`src/rtl/bfm_pkg.sv`:
```
// Shared definitions for the bfm_core arithmetic stage: operation codes and the
// width-generic ALU function used by the datapath.
package bfm_pkg;

    localparam logic [2:0] OP_ADD = 3'd0;
    localparam logic [2:0] OP_SUB = 3'd1;
    localparam logic [2:0] OP_XOR = 3'd2;
    localparam logic [2:0] OP_AND = 3'd3;
    localparam logic [2:0] OP_OR  = 3'd4;

    localparam int unsigned MAX_W = 32;

    // Operands are masked to w bits; one extra bit carries the add carry / sub borrow.
    function automatic logic [MAX_W-1:0] alu_f(
        input logic [2:0]       op,
        input logic             sat,
        input logic [MAX_W-1:0] a,
        input logic [MAX_W-1:0] b,
        input int unsigned      w
    );
        logic [MAX_W:0]   one_s;
        logic [MAX_W:0]   mask_s;
        logic [MAX_W:0]   wide_s;
        logic [MAX_W-1:0] am_s;
        logic [MAX_W-1:0] bm_s;
        logic [MAX_W-1:0] res_s;
        one_s  = {{MAX_W{1'b0}}, 1'b1};
        mask_s = (one_s << w) - one_s;
        am_s   = a & mask_s[MAX_W-1:0];
        bm_s   = b & mask_s[MAX_W-1:0];
        wide_s = {(MAX_W+1){1'b0}};
        res_s  = {MAX_W{1'b0}};
        case (op)
            OP_SUB: begin
                wide_s = {1'b0, am_s} - {1'b0, bm_s};
                if (sat && (am_s < bm_s)) begin
                    res_s = {MAX_W{1'b0}};
                end else begin
                    res_s = wide_s[MAX_W-1:0] & mask_s[MAX_W-1:0];
                end
            end
            OP_XOR:  res_s = am_s ^ bm_s;
            OP_AND:  res_s = am_s & bm_s;
            OP_OR:   res_s = am_s | bm_s;
            default: begin
                wide_s = {1'b0, am_s} + {1'b0, bm_s};
                if (sat && ((wide_s & ~mask_s) != {(MAX_W+1){1'b0}})) begin
                    res_s = mask_s[MAX_W-1:0];
                end else begin
                    res_s = wide_s[MAX_W-1:0] & mask_s[MAX_W-1:0];
                end
            end
        endcase
        return res_s;
    endfunction

endpackage

```
`src/rtl/bfm_if.sv`:
```
// Operand/result bundle between the stimulus wrapper (master) and bfm_core (slave).
interface bfm_if #(
    parameter int WIDTH = 8
);
    logic [WIDTH-1:0] A_s;
    logic [WIDTH-1:0] B_s;
    logic [WIDTH-1:0] res_o;

    modport master (output A_s, output B_s, input res_o);
    modport slave  (input A_s, input B_s, output res_o);
endinterface

```
`src/rtl/bfm_pipe.sv`:
```
// Fixed-depth delay line with asynchronous active-low clear of every stage.
module bfm_pipe #(
    parameter int WIDTH = 8,
    parameter int DEPTH = 1
) (
    input  logic             clk,
    input  logic             rst_n,
    input  logic [WIDTH-1:0] din,
    output logic [WIDTH-1:0] dout
);
    logic [WIDTH-1:0] stage_r [DEPTH];

    // Shift register: each stage takes the previous one every clock.
    always_ff @(posedge clk or negedge rst_n) begin
        if (!rst_n) begin
            for (int i = 0; i < DEPTH; i++) begin
                stage_r[i] <= {WIDTH{1'b0}};
            end
        end else begin
            stage_r[0] <= din;
            for (int i = 1; i < DEPTH; i++) begin
                stage_r[i] <= stage_r[i-1];
            end
        end
    end

    assign dout = stage_r[DEPTH-1];
endmodule

```
`src/rtl/bfm_core.sv`:
```
// Registered two-operand arithmetic stage: ALU result registered in stage 0, then
// LATENCY-1 plain delay stages; res_o is always a flop output.
module bfm_core
    import bfm_pkg::*;
#(
    parameter int WIDTH    = 8,
    parameter int OP       = 0,
    parameter int SATURATE = 0,
    parameter int LATENCY  = 1
) (
    input  logic clk_i,
    input  logic reset_i,
    bfm_if.slave bus
);
    // Unknown op codes fall back to add.
    localparam logic [2:0] OP_SEL  = (OP >= 0 && OP <= 4) ? 3'(OP) : OP_ADD;
    localparam logic       SAT_SEL = (SATURATE != 0) ? 1'b1 : 1'b0;

    if (LATENCY < 1 || LATENCY > 4) begin : g_bad_latency
        $error("bfm_core: LATENCY must be in 1..4");
    end
    if (WIDTH < 1 || WIDTH > MAX_W) begin : g_bad_width
        $error("bfm_core: WIDTH out of supported range");
    end

    logic [WIDTH-1:0] alu_s;
    logic [WIDTH-1:0] stage0_r;

    assign alu_s = WIDTH'(alu_f(OP_SEL, SAT_SEL, MAX_W'(bus.A_s), MAX_W'(bus.B_s), WIDTH));

    // Stage 0: sample the ALU result; reset holds it at zero regardless of inputs.
    always_ff @(posedge clk_i or negedge reset_i) begin
        if (!reset_i) begin
            stage0_r <= {WIDTH{1'b0}};
        end else begin
            stage0_r <= alu_s;
        end
    end

    if (LATENCY > 1) begin : g_pipe
        bfm_pipe #(
            .WIDTH (WIDTH),
            .DEPTH (LATENCY - 1)
        ) u_pipe (
            .clk   (clk_i),
            .rst_n (reset_i),
            .din   (stage0_r),
            .dout  (bus.res_o)
        );
    end else begin : g_direct
        assign bus.res_o = stage0_r;
    end
endmodule

```
`src/flat_wrapper.sv`:
```
// flat-port wrapper written by rule: the top's interface ports become plain ports
module bfm_core_flat import bfm_pkg::*;
#(
    parameter int WIDTH    = 8,
    parameter int OP       = 0,
    parameter int SATURATE = 0,
    parameter int LATENCY  = 1
)
  (clk_i, reset_i, bus_A_s, bus_B_s, bus_res_o);
  bfm_if #(.WIDTH(WIDTH)) bus_i ();
  input  logic clk_i;
  input  logic reset_i;
  input wire logic [$bits(bus_i.A_s)-1:0] bus_A_s;
  input wire logic [$bits(bus_i.B_s)-1:0] bus_B_s;
  output wire logic [$bits(bus_i.res_o)-1:0] bus_res_o;
  assign bus_i.A_s = bus_A_s;
  assign bus_i.B_s = bus_B_s;
  assign bus_res_o = bus_i.res_o;
  bfm_core #(.WIDTH(WIDTH), .OP(OP), .SATURATE(SATURATE), .LATENCY(LATENCY)) u_core (.clk_i(clk_i), .reset_i(reset_i), .bus(bus_i));
endmodule
```
`config.mk`:
```
export PLATFORM = sky130hd
export DESIGN_NAME = bfm_core_flat
export DESIGN_NICKNAME = d
export VERILOG_FILES = /design/src/rtl/bfm_pkg.sv /design/src/rtl/bfm_if.sv /design/src/rtl/bfm_pipe.sv /design/src/rtl/bfm_core.sv /design/src/flat_wrapper.sv
export SDC_FILE = /design/constraint.sdc
export NUM_CORES = 1
export LEC_CHECK = 0
export CORE_MARGIN = 2
export CORE_UTILIZATION = 37
export CTS_BUF_LIST = sky130_fd_sc_hd__clkbuf_8
export DETAILED_ROUTE_END_ITERATION = 16
export PLACE_DENSITY = 0.77
export SYNTH_ARGS = -nofsm -noshare
export SYNTH_HDL_FRONTEND = slang
export SYNTH_SLANG_ARGS = --single-unit
```
`constraint.sdc`:
```
create_clock -name clk_i -period 0.8 [get_ports clk_i]
set_clock_uncertainty 0.2 [all_clocks]
set_input_delay 0.24 -clock clk_i [delete_from_list [all_inputs] [get_ports clk_i]]
set_output_delay 0.24 -clock clk_i [all_outputs]
set_load 0.01 [all_outputs]
```
==> metrics.csv, run 1 <==
stage;metric;value;unit
detailed_routing;DR top layer;met4;
setup_path;Arr. time, crit path;1330;ps
sta;Setup Viol. Count Final;15;
finish;Non-Filler Instances;110;
sta;max_slew headroom;0.803;
placement;Final Wtd Congestion;0.777;
setup_path;top cell family by delay on the critical path;adder cells;
global_routing;total track usage;0.199;
clocking;CTS tree;built;
die;die width;41.9;um
yosys;post-synthesis async set-or-reset flop share;1.00;
setup_path;crit path capture type;register;
power;PwrDens;1540;mW/mm^2
yosys;Net Count, Synth;76;
clocking;Worst-path clk slew;40;ps
setup_path;CP Cell Sequence;buf_6 > ha_4 > inv_2 > fa_2 > nor2b_4 > o31a_1 > buf_4 > a21oi_2;
yosys;synthesized netlist cell count;50;
detailed_routing;met2 wire length;849;um
finish;# nets final;123;
sta;post-route clock period utilization;1.79;
clocking;Longest Clk Path Bufs;2;
die;die area;0.00176;sq mm
die;core area;0.00132;sq mm
setup_path;max incr delay on CP;360;ps
yosys;EDFF count, synth;0;
yosys;Yosys top cell by area;dfrtp_1;
setup_path;CP Buf/Inv Count;3;
yosys;count leader, synth;dfrtp_1;
setup_path;Worst EP required;700;ps
setup_path;CP max-delay cell;fa_2;
finish;Core Util, Final;0.833;
global_routing;first-pass GRT wire length;2.72;mm
yosys;synthesized area per cell;10.6;sq um
finish;layout cell share with drive strength beyond 1;0.684;
detailed_routing;Initial DRT Pass Iterations;3;
run_status;violated checks;negative setup slack;
placement;dpl ws;-1300;ps
yosys;synth unique cells;24;
clocking;H-tree depth;1;
yosys;FF+latch count, synth;8;
detailed_routing;wire length on met1;679;um
detailed_routing;ANT nets after route;0;
yosys;Seq/Total Area, Yosys;0.376;
yosys;area share of the leading cell type in the synthesized netlist;0.376;
sta;Hold Vio Cnt, Final;0;
sta;post-route setup TNS;-6160;ps
sta;final setup margin;-631;ps
detailed_routing;via count;589;
yosys;yosys warns;0;
placement;HPWL after detailed placement;979;um
global_routing;largest net degree at the start of global routing;9;
detailed_routing;Routed WL per cell;15.0;um
yosys;dominant synthesized flop cell;dfrtp_1;
yosys;top cells by area, synth;dfrtp_1 38%, ha_1 16%, a21oi_1 4.7%;
setup_path;kind of critical path;input pin to register;
detailed_routing;DRC;0;
power;worst vdd ir;0.00102;V
setup_path;CP Launch Type;input pin;
job;MaxCap Viol Count;0;
detailed_routing;1st-iter DRT viols;1;
die;Ports;26;
sta;Final Slew Violations;0;
sta;Least-Margin Pin Slew;294;ps
placement;Post-Place Cells;95;
sta;RSZ-0062 raised after global routing;true;
clocking;number of buffers created by CTS;3;
detailed_routing;routed wl met3;98;um
min_path;worst hold path class;input pin to register;
die;starting density of the core;0.404;
run_status;status;complete, but fails checks;
die;die height;41.9;um
finish;max reg flops;8;
sta;fin crit period;1430;ps
yosys;top cells by count, synth;8 x dfrtp_1, 7 x ha_1, 5 x a21oi_1, 5 x inv_1, 3 x o211ai_1;
clocking;clock root cell;clkbuf_8;
detailed_routing;total length of routed wires;1.65;mm
global_routing;initial antenna violation count;0;
clocking;CTS Hold Bufs;0;
finish;Syn-to-layout area delta;106;%
global_routing;vias in the first global route;610;
yosys;Cell Area, Synth;532;sq um
power;Pleak;0.489;nW
sta;Peak Freq;0.699;GHz
die;# rows;13;
placement;port bufs;25;
global_routing;GR Overflow Total;0;
setup_path;crit path max fanout;3;
clocking;clock sink total;8;
finish;ant diodes;0;
detailed_routing;Vias/cell;5.35;
final timing paths:
path | startpoint | end | slack (ps) | cells after the start
hold / removal | bus_B_s[0] | u_core.bus.res_o[0] | 20 | 2
max in group asynchronous | reset_i | u_core.bus.res_o[4] | 170 | 2
setup / recovery | bus_A_s[0] | u_core.bus.res_o[4] | -630 | 8
min in group asynchronous | reset_i | u_core.bus.res_o[3] | 140 | 2
placed cells by master (no fill, tap or decap), types with 2 or more instances in the layout:
cell             instances
clkbuf_8                 3
clkdlybuf4s50_1          3
ha_4                     7
inv_2                    3
buf_4                   12
nor2b_4                  2
o211ai_1                 3
o311ai_2                 2
dfrtp_1                  8
xor2_1                   2
a21oi_2                  3
buf_2                   15
buf_6                    9
inv_1                    2
power breakdown:
| part | internal [W] | switching, W | total, W |
|---|---|---|---|
| registers | 0.000475 | 0.0000145 | 0.000489 |
| clock network | 0.000326 | 0.000154 | 0.000479 |
| logic | 0.000396 | 0.000322 | 0.000719 |
| total | 0.00120 | 0.000490 | 0.00169 |
layout make-up:
class                   count  area [sq um]
well taps                  15          18.8
clock buffers               3          41.3
repair buffers             42           335
fillers                    67           220
inverters                   5          18.8
flip-flops and latches      8           200
multi-input cells          37           483
what timing repair did:
action	in CTS	in global routing
setup buffers	10	2
pin swaps	25	6
endpoints found under the setup margin	16	15
gates resized for setup	116	3
logic make-up (layout without fill, tap and decap cells):
kind of cell / Yosys count / count (layout) / synth area share
fa+ha+maj: 8 / 8 / 0.202
simple gates: 7 / 7 / 0.0871
compound gates: 18 / 18 / 0.233
xor+xnor: 4 / 4 / 0.0659
buf+inv: 5 / 50 / 0.0353
flops: 8 / 8 / 0.376
layer usage:
metal | GRT usage | up-vias
met1 | 0.242 | 286
met2 | 0.347 | 20
met5 | 0 | -
met4 | 0.0516 | 0
li1 | - | 279
met3 | 0.0478 | 4
through the flow:
stage / power (W) / cell area, sq um / hold slack [ps]
3_3_place_gp: 0.00104 / 866 / 370
5_1_grt: 0.00177 / 1100 / 22.5
6_report: 0.00169 / 1100 / 24.1
3_5_place_dp: 0.00105 / 866 / 369
2_1_floorplan: 0.000746 / 547 / -256
4_1_cts: 0.00164 / 1070 / 24.2
Power figures use the tool's default switching activity.
==> run 2, diff against run 1 <==
Settings changed: PLACE_DENSITY 0.77 to 0.75.
==> metrics.csv, run 2 (synthesized netlist as in run 1, its figures left out) <==
stage;metric;value;unit;change
setup_path;CP Cell Sequence;buf_6 > ha_4 > inv_4 > fa_2 > nor2b_4 > o31a_1 > o311ai_2;;
setup_path;Worst EP required;730;ps;+30 ps
power;Pleak;0.457;nW;-6.5%
setup_path;max incr delay on CP;270;ps;-90 ps
finish;max reg flops;8;;unchanged
die;die width;41.9;um;unchanged
setup_path;kind of critical path;input pin to register;;
placement;Final Wtd Congestion;0.787;;+1.4%
global_routing;GR Overflow Total;0;;unchanged
clocking;Worst-path clk slew;40;ps;about the same
finish;layout cell share with drive strength beyond 1;0.667;;-0.0175
clocking;CTS tree;built;;
placement;port bufs;25;;unchanged
setup_path;CP max-delay cell;o31a_1;;
sta;Least-Margin Pin Slew;301;ps;+7.22 ps
detailed_routing;Routed WL per cell;17.2;um;+14%
detailed_routing;DR top layer;met4;;
clocking;clock root cell;clkbuf_8;;
detailed_routing;1st-iter DRT viols;5;;+4
min_path;worst hold path class;input pin to register;;
detailed_routing;DRC;0;;unchanged
sta;Hold Vio Cnt, Final;0;;unchanged
sta;final setup margin;-607;ps;+24.1 ps
detailed_routing;wire length on met1;669;um;-1.5%
run_status;status;complete, but fails checks;;
die;die area;0.00176;sq mm;unchanged
global_routing;largest net degree at the start of global routing;9;;unchanged
power;PwrDens;1620;mW/mm^2;+5.5%
detailed_routing;total length of routed wires;1.80;mm;+8.9%
clocking;H-tree depth;1;;unchanged
detailed_routing;via count;600;;+1.9%
setup_path;CP Launch Type;input pin;;
sta;post-route clock period utilization;1.76;;-0.0301
detailed_routing;Initial DRT Pass Iterations;4;;+1
clocking;number of buffers created by CTS;3;;unchanged
global_routing;initial antenna violation count;0;;unchanged
sta;Final Slew Violations;0;;unchanged
die;starting density of the core;0.404;;unchanged
finish;Core Util, Final;0.788;;-0.0446
placement;HPWL after detailed placement;946;um;-3.4%
sta;RSZ-0062 raised after global routing;true;;
finish;Fill cells;76;;+13%
detailed_routing;routed wl met3;106;um;+8.2%
finish;# nets final;118;;-4.1%
job;MaxCap Viol Count;0;;unchanged
setup_path;Arr. time, crit path;1340;ps;about the same
placement;dpl ws;-1290;ps;+10.3 ps
sta;post-route setup TNS;-6270;ps;-103 ps
sta;fin crit period;1410;ps;-24.1 ps
global_routing;vias in the first global route;662;;+8.5%
sta;Peak Freq;0.711;GHz;+1.7%
die;# rows;13;;unchanged
die;die height;41.9;um;unchanged
setup_path;crit path max fanout;3;;unchanged
finish;commonest cells after routing, fill and taps aside;9 x buf_4, 8 x buf_6, 8 x buf_2, 8 x dfrtp_1, 7 x ha_4;;
run_status;violated checks;negative setup slack;;
power;worst vdd ir;0.000948;V;-7.3%
placement;Post-Place Cells;95;;unchanged
clocking;Longest Clk Path Bufs;2;;unchanged
die;core area;0.00132;sq mm;unchanged
global_routing;first-pass GRT wire length;2.88;mm;+5.8%
clocking;clock sink total;8;;unchanged
finish;Syn-to-layout area delta;95.3;%;
sta;max_slew headroom;0.796;;-0.00712
finish;commonest non-fill, non-tap cell in the layout;buf_4;;
detailed_routing;met2 wire length;963;um;+13%
detailed_routing;Vias/cell;5.71;;+6.7%
die;Ports;26;;unchanged
finish;ant diodes;0;;unchanged
sta;final hold slack;16.8;ps;-7.32 ps
sta;Setup Viol. Count Final;15;;unchanged
setup_path;crit path capture type;register;;
global_routing;total track usage;0.221;;+0.0221
detailed_routing;ANT nets after route;0;;unchanged
finish;Non-Filler Instances;105;;-4.5%
clocking;CTS Hold Bufs;0;;unchanged
## run 2: what timing repair did
item,in CTS,in global routing
cloned,0,0
setup endpoints to repair,16,15
resized for setup,98,15
pin swaps,20,9
setup buffers,4,3
## run 2: report_power, final
group          leakage (nW)  internal (W)  switching, W
clock network        0.0216      0.000327      0.000174
registers            0.0932      0.000475     0.0000172
logic                 0.342      0.000370      0.000320
## run 2: per-layer routing
| layer | GRT usage | vias up |
|---|---|---|
| met5 | 0 | - |
| li1 | - | 268 |
| met4 | 0.129 | 0 |
| met2 | 0.431 | 23 |
| met1 | 0.197 | 301 |
| met3 | 0.0565 | 8 |
## run 2: layout make-up
type | count | area [sq um] | share of cell area
Multi-Input combinational cell | 37 | 459 | 0.442
Timing Repair Buffer | 37 | 298 | 0.287
Sequential cell | 8 | 200 | 0.193
Clock buffer | 3 | 41.3 | 0.0398
Inverter | 5 | 21.3 | 0.0205
Tap cell | 15 | 18.8 | 0.0181
## run 2: final timing paths
check / end / startpoint / cells past startpoint / slack, ps
max in group asynchronous: u_core.bus.res_o[0] / reset_i / 2 / 170
max: u_core.bus.res_o[6] / bus_A_s[0] / 7 / -610
min in group asynchronous: u_core.bus.res_o[7] / reset_i / 2 / 140
min: u_core.bus.res_o[0] / bus_B_s[0] / 2 / 20
## run 2: worst max-delay path, delay by kind of cell
kind | cells | cell delay (ps)
compound gates | 2 | 510
fa+ha+maj | 2 | 390
buf+inv | 2 | 150
simple gates | 1 | 50
## run 2: through the flow
stage          instance area (sq um)  power (W)
4_1_cts                         1030    0.00159
3_5_place_dp                     866    0.00105
5_1_grt                         1040    0.00176
3_3_place_gp                     866    0.00104
2_1_floorplan                    547   0.000746
6_report                        1040    0.00168
==> run 3, diff against run 2 <==
Settings changed: CORE_UTILIZATION 37 to 34, CTS_BUF_LIST sky130_fd_sc_hd__clkbuf_8 to unset, PLACE_DENSITY 0.75 to 0.7.
==> metrics.csv, run 3 (synthesized netlist as in run 1, its figures left out) <==
stage;metric;value;unit;change
setup_path;CP Cell Sequence;clkdlybuf4s15_1 > ha_4 > inv_1 > a221oi_2 > o311ai_2;;
detailed_routing;Vias/cell;5.07;;-11%
clocking;clock root cell;clkbuf_4;;
power;PwrDens;1430;mW/mm^2;-12%
sta;final hold slack;-5.96;ps;-22.8 ps
die;# rows;14;;+1
min_path;worst hold path class;input pin to register;;
detailed_routing;DRC;0;;unchanged
power;Pwr Total;0.00148;W;-12%
sta;Setup Viol. Count Final;15;;unchanged
clocking;Worst-path clk slew;60;ps;+20 ps
sta;Least-Margin Pin Slew;296;ps;-5.11 ps
placement;HPWL after detailed placement;1.12;mm;+19%
finish;post-route cell area;0.00103;sq mm;-0.48%
global_routing;largest net degree at the start of global routing;9;;unchanged
die;Ports;26;;unchanged
setup_path;CP max-delay cell;ha_4;;
global_routing;GR Overflow Total;0;;unchanged
power;switching pwr;0.000465;W;-9.0%
sta;max_slew headroom;0.800;;+0.00346
setup_path;kind of critical path;input pin to register;;
power;sequential share of power;0.330;;+0.038
detailed_routing;Routed WL per cell;14.5;um;-15%
clocking;CTS tree;built;;
setup_path;Arr. time, crit path;1290;ps;-50 ps
finish;commonest cells after routing, fill and taps aside;13 x buf_2, 10 x buf_4, 8 x dfrtp_1;;
power;combinational share of power;0.450;;+0.040
setup_path;CP Launch Type;input pin;;
placement;dpl ws;-1330;ps;-33.2 ps
finish;max reg flops;8;;unchanged
sta;Peak Freq;0.731;GHz;+2.8%
setup_path;CP startpoint;bus_A_s[6];;
global_routing;initial antenna violation count;0;;unchanged
power;Sw Ratio;0.315;;+0.0113
power;worst vdd ir;0.000591;V;-38%
finish;commonest non-fill, non-tap cell in the layout;buf_2;;
sta;fin crit period;1370;ps;-38.2 ps
detailed_routing;Initial DRT Pass Iterations;2;;-2
clocking;H-tree depth;1;;unchanged
global_routing;total track usage;0.197;;-0.0239
sta;final setup margin;-568;ps;+38.2 ps
finish;# nets final;119;;+0.85%
die;die width;43.5;um;+3.9%
finish;ant diodes;0;;unchanged
sta;Hold Vio Cnt, Final;1;;+1
clocking;Longest Clk Path Bufs;2;;unchanged
placement;port bufs;25;;unchanged
setup_path;Worst EP required;720;ps;about the same
setup_path;crit path capture type;register;;
finish;layout cell share with drive strength beyond 1;0.615;;-0.0513
die;core area;0.00149;sq mm;+13%
setup_path;max incr delay on CP;330;ps;+60 ps
detailed_routing;via count;542;;-9.7%
global_routing;vias in the first global route;597;;-9.8%
detailed_routing;ANT nets after route;0;;unchanged
detailed_routing;1st-iter DRT viols;2;;-3
sta;RSZ-0062 raised after global routing;true;;
placement;Final Wtd Congestion;0.766;;-2.7%
sta;post-route clock period utilization;1.71;;-0.0477
run_status;status;complete, but fails checks;;
die;starting density of the core;0.357;;-0.0465
setup_path;crit path to;u_core.bus.res_o[6];;
setup_path;crit path max fanout;6;;+3
die;die height;43.5;um;+3.9%
job;MaxCap Viol Count;0;;unchanged
detailed_routing;total length of routed wires;1.55;mm;-14%
clocking;number of buffers created by CTS;3;;unchanged
sta;Final Slew Violations;0;;unchanged
power;Pleak;0.458;nW;+0.13%
finish;Syn-to-layout area delta;94.4;%;
die;die area;0.00190;sq mm;+8.0%
power;internal power;0.00101;W;-14%
power;part of the power in the clock network;0.221;;-0.077
global_routing;first-pass GRT wire length;2.73;mm;-5.3%
placement;placed cell area;882;sq um;+1.9%
clocking;clock sink total;8;;unchanged
run_status;violated checks;negative hold slack, negative setup slack;;
==> run 3: cell types whose count changed in the layout (fill, tap and decap cells not counted), sizes merged <==
cell | previous run | this run
clkbuf | 9 | 3
clkdlybuf4s15 | 2 | 4
buf | 26 | 31
==> run 3: through the flow <==
stage | std cells | TNS [ps] | hold slack (ps) | util
finish | 107 | -6300 | -5.96 | 0.694
global route | 107 | -6840 | -0.169 | 0.694
CTS | 104 | -5980 | -6.95 | 0.671
detailed placement | 98 | -12930 | 376 | 0.592
global placement | 98 | -12430 | 368 | 0.592
floorplan | 50 | -3960 | -256 | -
==> run 3: area by class of cell <==
class,instances,area [sq um]
inverters,5,18.8
well taps,16,20.0
flip-flops and latches,8,200
fillers,99,455
repair buffers,38,309
clock buffers,3,22.5
multi-input cells,37,463
==> run 3: timing repair <==
action	4_1_cts	5_1_grt
setup endpoints to repair	16	15
pin swaps	22	7
resized for setup	108	2
buffers inserted	3	3
hold endpoints to repair	1	1
==> run 3: worst max-delay path, delay by kind of cell <==
kind / cells / cell delay (ps)
adder cells (fa/ha/maj): 1 / 330
buffers and inverters: 2 / 260
AO/OA/AOI/OAI: 2 / 460
==> run 3: worst min-delay path by stage <==
stage                    start                   to  slack, ps  cells past startpoint
floorplan              reset_i  u_core.bus.res_o[0]       -260                      0
global placement       reset_i  u_core.bus.res_o[7]        370                      2
detailed placement     reset_i  u_core.bus.res_o[5]        380                      2
CTS                 bus_B_s[0]  u_core.bus.res_o[0]         -7                      2
global route        bus_B_s[0]  u_core.bus.res_o[0]       -0.2                      2
finish              bus_B_s[0]  u_core.bus.res_o[0]         -6                      2
==> run 3: per-layer routing <==
| layer | track usage | up-vias | share of wire |
|---|---|---|---|
| li1 | - | 268 | - |
| met5 | 0 | - | 0 |
| met4 | 0.0909 | 0 | 0.014 |
| met1 | 0.229 | 253 | 0.40 |
| met2 | 0.341 | 18 | 0.53 |
| met3 | 0.0417 | 3 | 0.051 |
==> run 3: power by group through the flow <==
stage,sequential [W],clock [W],combinational (W)
floorplan,0.000538,0,0.000208
CTS,0.000488,0.000326,0.000635
finish,0.000487,0.000326,0.000664
global placement,0.000498,0,0.000560
global route,0.000493,0.000350,0.000726
detailed placement,0.000498,0,0.000581
